## src/rtl/btn_input_conditioner.sv

```systemverilog
// Turns raw board buttons/switches into clean controls: 2-flop sync, debounce, press strobes, mode/speed state.
// Latency raw->stable is 2+DEBOUNCE_CYCLES edges; strobes and registered outputs add one more.

module btn_debounce #(
  parameter int DEBOUNCE_CYCLES = 500000,
  parameter int CNT_W           = 20
) (
  input  logic clk,
  input  logic reset,
  input  logic raw,
  output logic level
);

  localparam logic [CNT_W-1:0] CNT_MAX = CNT_W'(DEBOUNCE_CYCLES - 1);

  logic             sync1;
  logic             sync2;
  logic             stable;
  logic             stable_nxt;
  logic [CNT_W-1:0] cnt;
  logic [CNT_W-1:0] cnt_nxt;

  always_ff @(posedge clk or posedge reset) begin
    if (reset) begin
      sync1 <= 1'b0;
      sync2 <= 1'b0;
    end else begin
      sync1 <= raw;
      sync2 <= sync1;
    end
  end

  // Any cycle agreeing with the accepted level restarts the count.
  always_comb begin
    cnt_nxt    = '0;
    stable_nxt = stable;
    if (sync2 != stable) begin
      if (cnt == CNT_MAX) begin
        stable_nxt = sync2;
      end else begin
        cnt_nxt = cnt + CNT_W'(1);
      end
    end
  end

  always_ff @(posedge clk or posedge reset) begin
    if (reset) begin
      cnt    <= '0;
      stable <= 1'b0;
    end else begin
      cnt    <= cnt_nxt;
      stable <= stable_nxt;
    end
  end

  assign level = stable;

endmodule

module btn_input_conditioner #(
  parameter int DEBOUNCE_CYCLES = 500000,
  parameter int CNT_W           = 20,
  parameter int MODE_INIT       = 0
) (
  input  logic       clk,
  input  logic       reset,
  input  logic       btn_mode,
  input  logic       btn_speed,
  input  logic       sw_data,
  output logic [1:0] mode,
  output logic       S,
  output logic       ss,
  output logic       mode_pulse,
  output logic       speed_pulse
);

  localparam logic [1:0] MODE_RST = 2'(MODE_INIT);

  logic mode_level;
  logic speed_level;
  logic data_level;
  logic mode_level_q;
  logic speed_level_q;

  btn_debounce #(.DEBOUNCE_CYCLES(DEBOUNCE_CYCLES), .CNT_W(CNT_W)) u_mode_db (
    .clk   (clk),
    .reset (reset),
    .raw   (btn_mode),
    .level (mode_level)
  );

  btn_debounce #(.DEBOUNCE_CYCLES(DEBOUNCE_CYCLES), .CNT_W(CNT_W)) u_speed_db (
    .clk   (clk),
    .reset (reset),
    .raw   (btn_speed),
    .level (speed_level)
  );

  btn_debounce #(.DEBOUNCE_CYCLES(DEBOUNCE_CYCLES), .CNT_W(CNT_W)) u_data_db (
    .clk   (clk),
    .reset (reset),
    .raw   (sw_data),
    .level (data_level)
  );

  // Rising-edge detect on debounced levels; releases are ignored.
  always_ff @(posedge clk or posedge reset) begin
    if (reset) begin
      mode_level_q  <= 1'b0;
      speed_level_q <= 1'b0;
      mode_pulse    <= 1'b0;
      speed_pulse   <= 1'b0;
    end else begin
      mode_level_q  <= mode_level;
      speed_level_q <= speed_level;
      mode_pulse    <= mode_level & ~mode_level_q;
      speed_pulse   <= speed_level & ~speed_level_q;
    end
  end

  always_ff @(posedge clk or posedge reset) begin
    if (reset) begin
      mode <= MODE_RST;
      S    <= 1'b0;
      ss   <= 1'b0;
    end else begin
      if (mode_pulse) begin
        mode <= mode + 2'd1;
      end
      if (speed_pulse) begin
        S <= ~S;
      end
      ss <= data_level;
    end
  end

endmodule

```

## config.mk

```make
export PLATFORM = sky130hd
export DESIGN_NAME = btn_input_conditioner
export DESIGN_NICKNAME = d
export VERILOG_FILES = /design/src/rtl/btn_input_conditioner.sv
export SDC_FILE = /design/constraint.sdc
export NUM_CORES = 1
export LEC_CHECK = 0
export CAP_MARGIN = 20
export CORE_MARGIN = 5
export CORE_UTILIZATION = 31
export CTS_BUF_LIST = sky130_fd_sc_hd__clkbuf_8 sky130_fd_sc_hd__clkbuf_16
export DETAILED_ROUTE_END_ITERATION = 7
export PLACE_DENSITY = 0.45
export REMOVE_ABC_BUFFERS = 1
export SLEW_MARGIN = 10
export SYNTH_ARGS = -nofsm -noshare
export SYNTH_HDL_FRONTEND = slang
export SYNTH_SLANG_ARGS = --single-unit
export TNS_END_PERCENT = 5
```

## constraint.sdc

```tcl
create_clock -name clk -period 3.6 [get_ports clk]
set_input_delay 0.72 -clock clk [delete_from_list [all_inputs] [get_ports clk]]
set_output_delay 0.72 -clock clk [all_outputs]
set_load 0.02 [all_outputs]
```

After elaboration in Yosys (flattened, before gate mapping)

Index checks and enable logic that the tools add are counted.

Flip-flop bits (word level): 77
Latch bits: 0
Bits in writable memories: 0
Word-level logic and storage cells: 43
Bits of input ports: 5
ROM bits: 0
Output and inout port bits: 6
Memories: 0

Reduce and logical (&&, ||, !) cells: 3
Muxes and demuxes: 6
Equality and inequality tests: 6
Order comparisons: 0
Shift operators: 0
Divide/modulo/power cells: 0
Add/subtract/negate cells: 4
Bitwise logic cells: 5
$mul: 0

Operators by type and width:

| kind                  | count |
|---|---|
| $mux 20               | 6 |
| $add 20x1->20 const B | 3 |
| $eq 20x19->1 const B  | 3 |
| $reduce_and 2->1      | 3 |
| $ne 1x1->1            | 3 |
| $not 1->1             | 3 |
| $add 2x1->2 const B   | 1 |
| $and 1x1->1           | 2 |

Depth between registers and ports, before layout

Depth in word-level cells: 3
Depth in mapped cells: 6

Cells and area by module

From an unflattened synthesis, not the netlist that was laid out.

Cell total of the unflattened synthesis: 348
Area total of the unflattened synthesis: 3,681.0 um^2

By module, submodules not included:

| module                | seq. area each (um^2) | times used | area each (um^2) | cells an instance |
|---|---|---|---|---|
| btn_debounce          | 575.6                 | 3          | 1,144.8          | 111 |
| btn_input_conditioner | 200.2                 | 1          | 246.5            | 15 |

Worst setup path after synthesis

Ideal clock, no wire load.

Kind: reg-to-reg
Start: reg u_data_db.cnt[10]
End: reg u_data_db.stable (netlist: u_data_db.level)
Data required time: 3.475 ns
Path slack: 1.747 ns
Library setup time: 0.125 ns
Cell stages (with the launch flop): 4
Clock period less this slack: 1.853 ns
Arrival time: 1.728 ns
Cell sequence: dfrtp_1 or4b_2 nor3_1 mux2_2

Longest elaborated chain between the ends: 2

Ends and longest elaborated chain:

| element                           | RTL line | RTL |
|---|---|---|
| start: declaration                | 20       | `logic [CNT_W-1:0] cnt;` |
| start signal: assignment          | 51       | `cnt <= cnt_nxt;` |
| $eq 20x19->1                      | 38       | `if (cnt == CNT_MAX) begin` |
| $reduce_and 2->1 (no source line) | -        |  |
| end signal: assignment            | 52       | `stable <= stable_nxt;` |
| end: declaration                  | 18       | `logic stable;` |

No other way between the ends.
A chain may end at the register's enable or synchronous reset.

Final worst setup path

Start: reg u_speed_db.cnt[0]
End: reg u_speed_db.cnt[12]

Longest elaborated chain between the ends: 3
Elaborated cells between the ends (all ways): 4

Ends and longest elaborated chain:

| element                                       | RTL line | RTL |
|---|---|---|
| start: declaration                            | 20       |  |
| start signal: assignment                      | 51       |  |
| $add 20x1->20 or $eq 20x19->1 (tied branches) | 41, 38   |  |
| $mux 20 *                                     | 38       |  |
| $mux 20 *                                     | 37       | `if (sync2 != stable) begin` |
| net u_speed_db.cnt_nxt[12]                    | 21       | `logic [CNT_W-1:0] cnt_nxt;` |

Mark *: on every way through the listed nets, which the timed path passes. The rest lies on a longest branch.

==> results.json <==
{
  "status": "completed",
  "die_width_um": 118,
  "cp-start-kind": "flop",
  "clock_path_buffers": 2,
  "areaGrowthSynthToFinish_pct": 14.6,
  "setup_viol": 0,
  "syn-cell-area_um2": 3610,
  "wl_um": 6830,
  "clock-sinks": 77,
  "async_reset_ff_frac": 1.00,
  "p_sw_frac": 0.226,
  "synth_commonest_cells": "dfrtp_1 (77), nor2_1 (57), xnor2_1 (33), nand4_1 (22), nand3_1 (20)",
  "io_pins": 11,
  "drt-initial-drc-count": 152,
  "internal-power_w": 0.00138,
  "nNetsFinal": 371,
  "grt_pass1_wl_um": 12100,
  "rows": 39,
  "clk_latency_ns": 0.33,
  "tns_ns": 0,
  "first_pass_iters": 4,
  "clk_pin_slew_ns": 0.06,
  "wire_per_inst_um": 13.4,
  "grt_max_degree": 33,
  "drc_errors": 0,
  "cts_tree": "yes",
  "crit_required_ns": 3.78,
  "ir_drop_mv": 0.277,
  "grt_use_total": 0.106,
  "first_global_vias": 2513,
  "ctsResizeCount": 0,
  "tightestPinTransition_ns": 0.957,
  "dieArea_um2": 13900,
  "worstSetupPathType": "flop to flop",
  "synth_area_leaders": "dfrtp_1 (53%), xnor2_1 (8.0%), nor2_1 (5.9%), xor2_1 (4.1%), nand4_1 (3.8%)",
  "yosysSeqAreaShare": 0.534,
  "setup_ws_ns": 1.32,
  "place_ws_ns": 1.28,
  "syn_inst": 347,
  "hold_buffers": 0,
  "place_area_um2": 3860,
  "start_util": 0.316,
  "post-dp-hpwl_um": 4720,
  "cp_cell_sequence": "ha_1, nand4_1, o41ai_4, nor2_1",
  "slew_headroom": 0.360,
  "yosys_warnings": 0,
  "syn_area_per_cell_um2": 10.4,
  "vias_per_cell": 4.86,
  "coreArea_um2": 11400,
  "ff_latch_area_um2": 1930,
  "grt_antenna_before_repair": 0,
  "cts_buffers": 9,
  "io_buffers": 10,
  "yosysUniqueCellTypes": 36,
  "end_kind": "flop",
  "max_freq_mhz": 439,
  "period_share": 0.632,
  "power.leakage_nw": 1.62,
  "max_stage_delay_ns": 1.00,
  "yosysMostFrequentCell": "dfrtp_1",
  "powerDensity_nw_per_um2": 430,
  "gp_congestion": 0.746,
  "synth_top_area_cell": "dfrtp_1",
  "slowest_stage": "o41ai_4",
  "ys_seq_elements": 77,
  "fin_util": 0.362,
  "hold_violations": 0,
  "crit_family": "compound AO/OA/AOI/OAI gates",
  "fillers": 1184,
  "rsz0062_at_grt": "false",
  "synthFlopType": "dfrtp_1",
  "fin_area_um2": 4140,
  "cts_setup_buffers": 0,
  "synth_top_area_frac": 0.534,
  "synth_edf_count": 0,
  "postRouteAntennaNets": 0,
  "min_path_type": "flop to flop",
  "critPathMaxFanout": 18,
  "drive_above_1_share": 0.0817,
  "crit_buf_inv": 0,
  "grt-ovfl-total": 0,
  "slew_viol_final": 0,
  "p_seq_frac": 0.500,
  "chipHeight_um": 118,
  "antenna_cells": 0,
  "route.vias.total": 2478,
  "multiInputGateArea_um2": 1590,
  "cap_violations": 0,
  "htree_levels": 3,
  "power_switching_w": 0.000402,
  "finalPower_w": 0.00178,
  "critical_path_arrival_ns": 2.46,
  "fin_crit_ns": 2.28,
  "p_clk_frac": 0.469,
  "cts-root-buf": "clkbuf_16",
  "combPwrFrac": 0.031,
  "skew_ns": 0.00415
}
power by group through the flow:
stage                     Clock [W]  Sequential (W)  Combinational, W
after CTS                  0.000877        0.000889         0.0000572
after floorplan                   0        0.000902         0.0000369
final                      0.000834        0.000890         0.0000542
after global routing       0.000905        0.000891         0.0000652
after global placement            0        0.000905         0.0000567
after detailed placement          0        0.000905         0.0000570
state kept, by name, indices dropped and copies added, names as in the netlist, 2 cells and up:
name / count
mode: 2
u_mode_db.cnt: 20
u_data_db.cnt: 20
u_speed_db.cnt: 20
layer usage:
metal,up-vias,share of wire,global-route usage,wire length [um]
li1,1249,-,-,-
met1,1197,0.51,0.142,3480
met4,0,0.013,0.0452,90
met3,8,0.031,0.0380,210
met2,24,0.45,0.156,3040
met5,-,0,0,0
layout by cell type (no fill, tap or decap), types with 9 or more instances in the layout:
| cell type | synthesis | routed |
|---|---|---|
| a21oi_1 | 9 | 9 |
| clkbuf_16 | 0 | 9 |
| clkdlybuf4s50_1 | 0 | 10 |
| dfrtp_1 | 77 | 77 |
| inv_1 | 12 | 11 |
| nand2_1 | 16 | 16 |
| nand3_1 | 20 | 20 |
| nand4_1 | 22 | 22 |
| nor2_1 | 57 | 57 |
| nor3_1 | 13 | 13 |
| nor4_1 | 15 | 15 |
| xnor2_1 | 33 | 33 |
| xor2_1 | 17 | 17 |
cell families after synthesis:
group	share of synthesized area
buffers and inverters	0.0270
and+or+nand+nor	0.247
AOI/OAI and AO/OA	0.0426
muxes	0.0177
DFF	0.534
adders and majority gates	0.0104
xor gates and xnor gates	0.121
path summary, 6_finish.rpt:
| kind | from | end | slack, ns | cells after the start |
|---|---|---|---|---|
| min reg2reg | u_mode_db.sync1 | u_mode_db.sync2 | 0.35 | 0 |
| max in group asynchronous | reset | u_mode_db.sync1 | 2.14 | 3 |
| min in group asynchronous | reset | u_mode_db.cnt[5] | 0.74 | 2 |
| max | u_speed_db.cnt[0] | u_speed_db.cnt[12] | 1.32 | 4 |
| min | u_mode_db.sync1 | u_mode_db.sync2 | 0.35 | 0 |
| max reg2reg | u_speed_db.cnt[0] | u_speed_db.cnt[12] | 1.32 | 4 |
per-stage QoR:
stage	cells	hold WS, ns
after floorplan	339	0.331
after global placement	495	0.334
after detailed placement	495	0.335
after CTS	510	0.348
after global routing	510	0.359
final	510	0.348
layout make-up:
| type | count | area share |
|---|---|---|
| timing repair buffer | 13 | 0.0297 |
| inverter | 12 | 0.0112 |
| clock buffer | 10 | 0.0578 |
| tap | 143 | 0.0433 |
| clock inverter | 5 | 0.00877 |
| sequential | 77 | 0.466 |
| multi-input combinational | 250 | 0.383 |
(Power assumes the default switching activity.)
